$ cat src/rtl/alu_issue_driver_if.sv
// rtl/alu_issue_driver_if.sv - request/response and ALU operand bus bundle for alu_issue_driver
//
// Signals:
//   req_*   : operation request (valid/ready, operands, op, mode, tag)
//   alu_*   : registered operand bus to the ALU, result and raw overflow flags back
//   rsp_*   : response (valid/ready, result, masked overflow, error, tag)
// Modports:
//   master : sequencer / ALU side (drives requests, ALU result, rsp_ready)
//   slave  : alu_issue_driver side
interface alu_issue_driver_if #(
    parameter int TAG_W = 4
);
    logic             req_valid;
    logic             req_ready;
    logic [63:0]      req_x;
    logic [63:0]      req_y;
    logic [1:0]       req_ops;
    logic [2:0]       req_mode;
    logic [TAG_W-1:0] req_tag;

    logic [63:0]      alu_x;
    logic [63:0]      alu_y;
    logic [1:0]       alu_ops;
    logic [2:0]       alu_mode;
    logic [63:0]      alu_z;
    logic [6:0]       alu_ovf;

    logic             rsp_valid;
    logic             rsp_ready;
    logic [63:0]      rsp_z;
    logic [3:0]       rsp_ovf;
    logic             rsp_err;
    logic [TAG_W-1:0] rsp_tag;

    modport master (
        output req_valid, req_x, req_y, req_ops, req_mode, req_tag,
        input  req_ready,
        input  alu_x, alu_y, alu_ops, alu_mode,
        output alu_z, alu_ovf,
        input  rsp_valid, rsp_z, rsp_ovf, rsp_err, rsp_tag,
        output rsp_ready
    );

    modport slave (
        input  req_valid, req_x, req_y, req_ops, req_mode, req_tag,
        output req_ready,
        output alu_x, alu_y, alu_ops, alu_mode,
        input  alu_z, alu_ovf,
        output rsp_valid, rsp_z, rsp_ovf, rsp_err, rsp_tag,
        input  rsp_ready
    );
endinterface

$ cat src/rtl/alu_issue_driver.sv
// rtl/alu_issue_driver.sv - single-outstanding issue driver for the registered packed ALU
//
// Ports:
//   clock      : rising-edge clock
//   reset_n    : synchronous active-low reset
//   bus        : alu_issue_driver_if.slave (request, ALU operand bus, response)
//   ovf_clr    : clears the sticky overflow flag (only with ALU_ISSUE_STICKY_OVF_EN)
//   ovf_sticky : set when any captured masked overflow was nonzero (only with ALU_ISSUE_STICKY_OVF_EN)
// Parameters:
//   ALU_LATENCY : clock edges from operand drive until the ALU updates z
//   TAG_W       : request/response tag width
// Optional feature macro: ALU_ISSUE_STICKY_OVF_EN
module alu_issue_driver #(
    parameter int ALU_LATENCY = 1,
    parameter int TAG_W       = 4
) (
    input  logic                clock,
    input  logic                reset_n,
    alu_issue_driver_if.slave   bus
`ifdef ALU_ISSUE_STICKY_OVF_EN
    ,
    input  logic                ovf_clr,
    output logic                ovf_sticky
`endif
);
    localparam int CNT_W = (ALU_LATENCY < 1) ? 1 : $clog2(ALU_LATENCY + 1);
    localparam logic [CNT_W-1:0] CNT_LOAD = CNT_W'(ALU_LATENCY);

    localparam logic [1:0] S_IDLE = 2'd0;
    localparam logic [1:0] S_WAIT = 2'd1;
    localparam logic [1:0] S_RESP = 2'd2;

    localparam logic [1:0] OP_MAX  = 2'b10;
    localparam logic [1:0] OP_BAD  = 2'b11;
    localparam logic [2:0] MODE_64 = 3'b000;
    localparam logic [2:0] MODE_32 = 3'b001;
    localparam logic [2:0] MODE_16 = 3'b010;

    logic [1:0]       state;
    logic [CNT_W-1:0] cnt;
    logic [63:0]      alu_x_r;
    logic [63:0]      alu_y_r;
    logic [1:0]       alu_ops_r;
    logic [2:0]       alu_mode_r;
    logic [63:0]      rsp_z_r;
    logic [3:0]       rsp_ovf_r;
    logic             rsp_err_r;
    logic [TAG_W-1:0] rsp_tag_r;

    logic             req_illegal;
    logic [3:0]       ovf_masked;
    logic             capture;

    assign req_illegal = (bus.req_ops == OP_BAD) ||
                         !((bus.req_mode == MODE_64) || (bus.req_mode == MODE_32) ||
                           (bus.req_mode == MODE_16));

    assign capture = (state == S_WAIT) && (cnt == '0);

    // The ALU leaves stale flags for widths it is not currently using, so only
    // the flags of the issued mode are passed on; max never reports overflow.
    always_comb begin
        ovf_masked = 4'b0000;
        if (alu_ops_r != OP_MAX) begin
            case (alu_mode_r)
                MODE_64: ovf_masked = {3'b000, bus.alu_ovf[6]};
                MODE_32: ovf_masked = {2'b00, bus.alu_ovf[5], bus.alu_ovf[4]};
                MODE_16: ovf_masked = bus.alu_ovf[3:0];
                default: ovf_masked = 4'b0000;
            endcase
        end
    end

    always_ff @(posedge clock) begin
        if (!reset_n) begin
            state      <= S_IDLE;
            cnt        <= '0;
            alu_x_r    <= '0;
            alu_y_r    <= '0;
            alu_ops_r  <= '0;
            alu_mode_r <= '0;
            rsp_z_r    <= '0;
            rsp_ovf_r  <= '0;
            rsp_err_r  <= 1'b0;
            rsp_tag_r  <= '0;
        end else begin
            case (state)
                S_IDLE: begin
                    if (bus.req_valid) begin
                        rsp_tag_r <= bus.req_tag;
                        if (req_illegal) begin
                            // Rejected without touching the ALU bus.
                            rsp_err_r <= 1'b1;
                            rsp_z_r   <= '0;
                            rsp_ovf_r <= '0;
                            state     <= S_RESP;
                        end else begin
                            alu_x_r    <= bus.req_x;
                            alu_y_r    <= bus.req_y;
                            alu_ops_r  <= bus.req_ops;
                            alu_mode_r <= bus.req_mode;
                            cnt        <= CNT_LOAD;
                            state      <= S_WAIT;
                        end
                    end
                end
                S_WAIT: begin
                    if (cnt != '0) begin
                        cnt <= cnt - 1'b1;
                    end else begin
                        rsp_z_r   <= bus.alu_z;
                        rsp_ovf_r <= ovf_masked;
                        rsp_err_r <= 1'b0;
                        state     <= S_RESP;
                    end
                end
                S_RESP: begin
                    if (bus.rsp_ready) begin
                        state <= S_IDLE;
                    end
                end
                default: state <= S_IDLE;
            endcase
        end
    end

`ifdef ALU_ISSUE_STICKY_OVF_EN
    logic sticky_r;

    // Set has priority over clear when both land on the same edge.
    always_ff @(posedge clock) begin
        if (!reset_n) begin
            sticky_r <= 1'b0;
        end else if (capture && (ovf_masked != 4'b0000)) begin
            sticky_r <= 1'b1;
        end else if (ovf_clr) begin
            sticky_r <= 1'b0;
        end
    end

    assign ovf_sticky = sticky_r;
`endif

    assign bus.req_ready = (state == S_IDLE);
    assign bus.rsp_valid = (state == S_RESP);
    assign bus.alu_x     = alu_x_r;
    assign bus.alu_y     = alu_y_r;
    assign bus.alu_ops   = alu_ops_r;
    assign bus.alu_mode  = alu_mode_r;
    assign bus.rsp_z     = rsp_z_r;
    assign bus.rsp_ovf   = rsp_ovf_r;
    assign bus.rsp_err   = rsp_err_r;
    assign bus.rsp_tag   = rsp_tag_r;
endmodule
$ cat src/flat_wrapper.sv
// flat-port wrapper written by rule: the top's interface ports become plain ports
module alu_issue_driver_flat 
#(
    parameter int ALU_LATENCY = 1,
    parameter int TAG_W       = 4
)
  (clock, reset_n, bus_req_valid, bus_req_x, bus_req_y, bus_req_ops, bus_req_mode, bus_req_tag, bus_req_ready, bus_alu_x, bus_alu_y, bus_alu_ops, bus_alu_mode, bus_alu_z, bus_alu_ovf, bus_rsp_valid, bus_rsp_z, bus_rsp_ovf, bus_rsp_err, bus_rsp_tag, bus_rsp_ready);
  alu_issue_driver_if #(.TAG_W(TAG_W)) bus_i ();
  input  logic clock;
  input  logic reset_n;
  input wire logic [$bits(bus_i.req_valid)-1:0] bus_req_valid;
  input wire logic [$bits(bus_i.req_x)-1:0] bus_req_x;
  input wire logic [$bits(bus_i.req_y)-1:0] bus_req_y;
  input wire logic [$bits(bus_i.req_ops)-1:0] bus_req_ops;
  input wire logic [$bits(bus_i.req_mode)-1:0] bus_req_mode;
  input wire logic [$bits(bus_i.req_tag)-1:0] bus_req_tag;
  output wire logic [$bits(bus_i.req_ready)-1:0] bus_req_ready;
  output wire logic [$bits(bus_i.alu_x)-1:0] bus_alu_x;
  output wire logic [$bits(bus_i.alu_y)-1:0] bus_alu_y;
  output wire logic [$bits(bus_i.alu_ops)-1:0] bus_alu_ops;
  output wire logic [$bits(bus_i.alu_mode)-1:0] bus_alu_mode;
  input wire logic [$bits(bus_i.alu_z)-1:0] bus_alu_z;
  input wire logic [$bits(bus_i.alu_ovf)-1:0] bus_alu_ovf;
  output wire logic [$bits(bus_i.rsp_valid)-1:0] bus_rsp_valid;
  output wire logic [$bits(bus_i.rsp_z)-1:0] bus_rsp_z;
  output wire logic [$bits(bus_i.rsp_ovf)-1:0] bus_rsp_ovf;
  output wire logic [$bits(bus_i.rsp_err)-1:0] bus_rsp_err;
  output wire logic [$bits(bus_i.rsp_tag)-1:0] bus_rsp_tag;
  input wire logic [$bits(bus_i.rsp_ready)-1:0] bus_rsp_ready;
  assign bus_i.req_valid = bus_req_valid;
  assign bus_i.req_x = bus_req_x;
  assign bus_i.req_y = bus_req_y;
  assign bus_i.req_ops = bus_req_ops;
  assign bus_i.req_mode = bus_req_mode;
  assign bus_i.req_tag = bus_req_tag;
  assign bus_req_ready = bus_i.req_ready;
  assign bus_alu_x = bus_i.alu_x;
  assign bus_alu_y = bus_i.alu_y;
  assign bus_alu_ops = bus_i.alu_ops;
  assign bus_alu_mode = bus_i.alu_mode;
  assign bus_i.alu_z = bus_alu_z;
  assign bus_i.alu_ovf = bus_alu_ovf;
  assign bus_rsp_valid = bus_i.rsp_valid;
  assign bus_rsp_z = bus_i.rsp_z;
  assign bus_rsp_ovf = bus_i.rsp_ovf;
  assign bus_rsp_err = bus_i.rsp_err;
  assign bus_rsp_tag = bus_i.rsp_tag;
  assign bus_i.rsp_ready = bus_rsp_ready;
  alu_issue_driver #(.ALU_LATENCY(ALU_LATENCY), .TAG_W(TAG_W)) u_core (.clock(clock), .reset_n(reset_n), .bus(bus_i));
endmodule
$ cat config.mk
export PLATFORM = sky130hd
export DESIGN_NAME = alu_issue_driver_flat
export DESIGN_NICKNAME = d
export VERILOG_FILES = /design/src/rtl/alu_issue_driver_if.sv /design/src/rtl/alu_issue_driver.sv /design/src/flat_wrapper.sv
export SDC_FILE = /design/constraint.sdc
export NUM_CORES = 1
export LEC_CHECK = 0
export BUFFER_PORTS_ARGS = -buffer_cell sky130_fd_sc_hd__buf_2
export CAP_MARGIN = 20
export CORE_AREA = 2 2 161 163
export CTS_BUF_LIST = sky130_fd_sc_hd__clkbuf_4
export DETAILED_ROUTE_END_ITERATION = 6
export DIE_AREA = 0 0 163 165
export SYNTH_ARGS = -nofsm -noshare
export SYNTH_HDL_FRONTEND = slang
export SYNTH_SLANG_ARGS = --single-unit
$ cat constraint.sdc
create_clock -name clock -period 4.1 [get_ports clock]
set_input_delay 0.205 -clock clock [delete_from_list [all_inputs] [get_ports clock]]
set_output_delay 0.205 -clock clock [all_outputs]
set_load 0.03 [all_outputs]
# --- After elaboration in Yosys (flattened, before gate mapping) ---
# Cells that the tools add are included.
word_totals:
  ff_bits: 209
  output_inout_bits: 208
  wordCells: 61
op_classes:
  add_sub_neg: 1
  eq_ne: 13
  n_mux: 23
  bitwise_logic: 1
  n_reduce_logical: 13
ops:
  columns: ["operator", "count"]
  rows:
  - ["2-to-1 mux 64 bit", 3]
  - ["case mux 64 bit (2 select lines)", 1]
  - ["2-to-1 mux 4 bit", 4]
  - ["case mux 4 bit (3 select lines)", 1]
  - ["AND reduction 3 bit", 3]
  - ["2-to-1 mux 2 bit", 4]
  - ["!= test 2 bit, second input constant", 4]
  - ["case mux 4 bit (2 select lines)", 1]
  - ["== test 3 x 1 -> 1 bit, second input constant", 2]
  - ["== test 3 x 2 -> 1 bit, second input constant", 2]
  - ["zero test 3 bit", 2]
  - ["2-to-1 mux 1 bit", 6]
  - ["case mux 2 bit (3 select lines)", 1]
  - ["== test 2 bit, second input constant", 2]
  - ["!= test 2 x 1 -> 1 bit, second input constant", 2]
  - ["case mux 1 bit (2 select lines)", 2]
  - ["AND reduction 4 bit", 1]
  - ["logical OR 1 bit", 3]
  - ["== test 2 x 1 -> 1 bit, second input constant", 1]
  - ["zero test 2 bit", 1]
  - ["AND reduction 2 bit", 1]
  - ["nonzero test 2 bit", 1]
  - ["zero test 1 bit", 1]
  - ["NOT 1 bit", 1]
  - ["subtractor 1 bit, second input constant", 1]

# --- Depth between registers and ports, before layout ---
logic_depth:
  depth_word: 8
  depth_mapped: 6
  ltp_nobuf: 3

# --- Worst setup path after synthesis ---
# Ideal clock, no wire load.
synth_path:
  kind: "register -> register"
  start: "register u_core.state[0]"
  end: "register u_core.rsp_ovf_r[2] (netlist: u_core.bus.rsp_ovf[2])"
  setup_ns: 0.072
  t_arrival_ns: 1.566
  required_ns: 4.028
  slack_ns: 2.462
  stages_incl_launch_ff: 6
  path_buffers: 2
  synth_period_minus_slack_ns: 1.638
  path_cell_list: "dfxtp_1 > clkbuf_1 > or3b_2 > clkbuf_1 > o22ai_2 > mux2i_1"
synth_via:
  elab_chain_len: 3
synth_rtl:
  columns: ["element", "line_no", "text"]
  rows:
  - ["from (decl)", "alu_issue_driver.sv:39", "logic [1:0] state;"]
  - ["from (signal assigned)", "alu_issue_driver.sv:76", "state <= S_IDLE;"]
  - ["from (signal assigned)", "alu_issue_driver.sv:96", "state <= S_RESP;"]
  - ["from (signal assigned)", "alu_issue_driver.sv:103", "state <= S_WAIT;"]
  - ["== test 2 x 1 -> 1 bit or zero test 2 bit (tied branches)", null, null]
  - ["!= test 2 bit (no line), or another cell as far along", null, null]
  - ["AND reduction 4 bit (no line)", null, null]
  - ["to (signal assigned)", "alu_issue_driver.sv:112", "rsp_ovf_r <= ovf_masked;"]
  - ["to (decl)", "alu_issue_driver.sv:46", "logic [3:0] rsp_ovf_r;"]
# Several ways; a longest one is shown, not always the timed one.
# A chain may end at the register's enable or synchronous reset.

# --- Final worst setup path ---
layout_path:
  start: "register u_core.state[0]"
  end: "register u_core.state[1]"
layout_via:
  elab_chain_len: 3
layout_rtl:
  columns: ["element"]
  rows:
  - ["== test 2 x 1 -> 1 bit, or another cell as far along"]
  - ["!= test 2 bit (no line) or != test 2 x 1 -> 1 bit (tied branches)"]
  - ["AND reduction 3 bit (no line)"]
# Several ways; a longest one is shown, not always the timed one.

==> reports/metrics.json <==
{
  "clk_latency": {"value": 0.66, "unit": "ns"},
  "synthMostInstantiatedCell": {"value": "dfxtp_1"},
  "outcome": {"value": "completed"},
  "area_growth_syn_to_layout": {"value": 70.3, "unit": "%"},
  "filler_cell_count": {"value": 2271},
  "synth-main-ff-cell": {"value": "dfxtp_1"},
  "via_count_of_the_first_global_routing_pass": {"value": 8880},
  "period_share": {"value": 62.6, "unit": "%"},
  "detail-route-antenna-nets": {"value": 0},
  "cts_max_path_buffers": {"value": 3},
  "relSlewSlack": {"value": 26.0, "unit": "%"},
  "via_count": {"value": 8915},
  "die_y": {"value": 165, "unit": "um"},
  "final.setup.tns": {"value": 0, "unit": "ns"},
  "hold_path_class": {"value": "in -> reg"},
  "avgViaCountPerCell": {"value": 4.93},
  "yosysTopAreaCell": {"value": "dfxtp_1"},
  "synth_cell_type_count": {"value": 35},
  "grt_first_pass_wirelength": {"value": 45900, "unit": "um"},
  "synth_seq_area_share": {"value": 55.9, "unit": "%"},
  "critical_path_class": {"value": "reg -> reg"},
  "pwr-share-seq": {"value": 42.8, "unit": "%"},
  "critical_path_buf_inv_count": {"value": 1},
  "htree_levels": {"value": 2},
  "power.leakage": {"value": 5.76, "unit": "nW"},
  "dr.pass1.iters": {"value": 6},
  "timing.final.max_slew_violations": {"value": 0},
  "crit_slowest_cell": {"value": "or3b_4"},
  "drive_above_1_share": {"value": 35.6, "unit": "%"},
  "clockPowerShare": {"value": 41.3, "unit": "%"},
  "cts-hold-fix-buffers": {"value": 222},
  "timing.critical_path.max_delay_family": {"value": "simple AND/OR/NAND/NOR gates"},
  "synth_top_cell_area_share": {"value": 55.9, "unit": "%"},
  "seq_area": {"value": 4180, "unit": "um2"},
  "timing.max_cap.violations": {"value": 0},
  "timing.final.crit_period": {"value": 2.57, "unit": "ns"},
  "detailed_place.area": {"value": 9740, "unit": "um2"},
  "critical_path_required": {"value": 4.65, "unit": "ns"},
  "worst_pin_slew": {"value": 1.11, "unit": "ns"},
  "die-area": {"value": 26900, "unit": "um2"},
  "combinational_fraction_of_design_power": {"value": 15.9, "unit": "%"},
  "critPathCaptureType": {"value": "register"},
  "clk_pin_slew_worst_paths": {"value": 0.06, "unit": "ns"},
  "clkSinkCount": {"value": 209},
  "cts_setup_buffers": {"value": 0},
  "async_flop_share": {"value": 0, "unit": "%"},
  "core": {"value": 25000, "unit": "um2"},
  "groute.usage.overall": {"value": 21.3, "unit": "%"},
  "detail_route.wirelength": {"value": 30900, "unit": "um"},
  "power.density": {"value": 391, "unit": "nW/um2"},
  "timing.fmax": {"value": 389, "unit": "MHz"},
  "buffer_ports.inserted": {"value": 419},
  "postCtsResizedCells": {"value": 0},
  "routedWlPerCell": {"value": 17.1, "unit": "um"},
  "synth.ff_latch_count": {"value": 209},
  "overflow": {"value": 0},
  "pin_count": {"value": 420},
  "worstPathCellList": {"value": "or3b_4, o22ai_2, o21a_1, dlygate4sd3_1"},
  "rows": {"value": 58},
  "post_synth_instance_area": {"value": 7490, "unit": "um2"},
  "layout.cell_area.non_filler": {"value": 12800, "unit": "um2"},
  "ctsRootBufferMaster": {"value": "clkbuf_4"},
  "start_kind": {"value": "register"},
  "synth.area.top_cells": {"value": "dfxtp_1 56%, a21oi_1 9.2%, nand3_1 8.9%"},
  "worst-endpoint-arrival": {"value": 3.11, "unit": "ns"},
  "grt_start_max_net_pins": {"value": 97},
  "internal_power": {"value": 3.57, "unit": "mW"},
  "horiz_die_dim": {"value": 163, "unit": "um"},
  "synth_edf_count": {"value": 0},
  "max_stage_delay": {"value": 0.83, "unit": "ns"},
  "crit_path_max_fanout": {"value": 87},
  "fin_skew": {"value": 0.0288, "unit": "ns"},
  "hpwl": {"value": 18000, "unit": "um"},
  "switchingPower": {"value": 1.42, "unit": "mW"},
  "post_synth_most_frequent_cells": {"value": "209 x dfxtp_1, 137 x a21oi_1, 133 x nand3_1, 133 x o21ai_0, 64 x a22o_1"},
  "netlist_instances": {"value": 812},
  "initial_utilization": {"value": 29.9, "unit": "%"},
  "unrepaired_setup_endpoints_after_global_routing": {"value": "no"},
  "ys_warn_count": {"value": 0},
  "number_of_antenna_violations_at_the_first_check_in_global_routing": {"value": 1},
  "vdd_drop_max": {"value": 0.000213, "unit": "V"},
  "setup-violations-final": {"value": 0},
  "initialDrtViolationCount": {"value": 744},
  "area_used_by_multi_input_combinational_logic": {"value": 2940, "unit": "um2"},
  "hold-worst-slack": {"value": 0.202, "unit": "ns"},
  "fin_util": {"value": 50.9, "unit": "%"},
  "count_of_nets_after_finishing": {"value": 1650},
  "p_sw_share": {"value": 28.4, "unit": "%"},
  "finalHoldViolations": {"value": 0},
  "number_of_cts_inserted_buffers": {"value": 57},
  "cts_tree": {"value": "done"},
  "route.detailed.drc": {"value": 0},
  "synth_nets": {"value": 1024},
  "synthesized_area_per_cell": {"value": 9.22, "unit": "um2"},
  "gp_congestion": {"value": 0.769}
}
==> area by class of cell <==
cell class / count / area share (%)
repair buffers: 654 / 34.6
flip-flops and latches: 209 / 32.8
multi-input cells: 514 / 23.1
clock buffers: 80 / 4.71
well taps: 330 / 3.24
clock inverters: 20 / 1.43
inverters: 2 / 0.0785
diodes: 1 / 0.0196
==> routing by layer <==
metal  share of wire (%)  routed length [um]  track usage (%)  up-vias
met5                   0                   0                0        -
met4                 4.0                1220             10.5        0
met2                  48               14800             36.6      440
met1                  39               12100             24.2     4137
met3                 9.1                2820             6.40       95
li1                    -                   -                -     4243
==> worst reg2reg max path: cells and delay by family (launching register included) <==
family                 cells  cell delay [ns]
AND/OR/NAND/NOR            1             0.83
flip-flops                 1             0.50
AO/OA/AOI/OAI              2             0.58
buffers and inverters      1             0.55
==> sequential cells by signal (all words and copies together) (netlist names) <==
signal / count
u_core.bus.rsp_tag: 4
u_core.bus.rsp_err: 1
u_core.bus.alu_x: 64
u_core.state: 2
u_core.bus.rsp_z: 64
u_core.bus.alu_ops: 2
u_core.bus.rsp_ovf: 4
u_core.bus.alu_mode: 3
u_core.bus.alu_y: 64
u_core.cnt: 1
==> worst paths after layout <==
check / startpoint / endpoint / slack, ns / depth (start not counted)
min: bus_alu_ovf[6] / u_core.bus.rsp_ovf[0] / 0.20 / 4
max reg2reg: u_core.state[0] / u_core.state[1] / 1.53 / 4
min reg2reg: u_core.bus.rsp_tag[1] / u_core.bus.rsp_tag[1] / 0.45 / 2
max: u_core.state[0] / u_core.state[1] / 1.53 / 4
==> cell families after synthesis <==
| kind of cell | synth area share (%) |
|---|---|
| simple gates | 11.3 |
| compound gates | 26.9 |
| mux | 0.535 |
| buf+inv | 5.33 |
| flops | 55.9 |
==> power by group through the flow <==
stage,Clock (mW),Sequential (mW),Combinational [mW]
2_1_floorplan,0,2.30,0.247
3_3_place_gp,0,2.17,0.619
3_5_place_dp,0,2.18,0.620
4_1_cts,2.11,2.13,0.785
5_1_grt,2.22,2.14,0.848
6_report,2.06,2.13,0.793
==> metrics by stage <==
| step | instances | total power [mW] | worst slack [ns] |
|---|---|---|---|
| 6_report | 1810 | 4.99 | 1.53 |
| 5_1_grt | 1810 | 5.21 | 1.33 |
| 4_1_cts | 1809 | 5.03 | 1.50 |
| 3_5_place_dp | 1487 | 2.80 | 1.87 |
| 3_3_place_gp | 1487 | 2.79 | 1.92 |
| 2_1_floorplan | 812 | 2.55 | 2.46 |
==> layout by cell type, fill, tap and decap left out, types with 2 or more instances in the layout <==
| master | count |
|---|---|
| dfxtp_1 | 209 |
| clkinv_1 | 13 |
| clkbuf_4 | 80 |
| clkinv_2 | 2 |
| a21oi_1 | 137 |
| bufinv_16 | 4 |
| nand2b_1 | 2 |
| and3b_1 | 2 |
| nor2_1 | 4 |
| nand2_1 | 14 |
| buf_4 | 13 |
| o21ai_0 | 133 |
| dlygate4sd3_1 | 222 |
| a22o_1 | 64 |
| nand4_1 | 2 |
| mux2i_1 | 4 |
| nand3_1 | 133 |
| buf_2 | 419 |
| o21a_1 | 2 |
(Power assumes the default switching activity.)
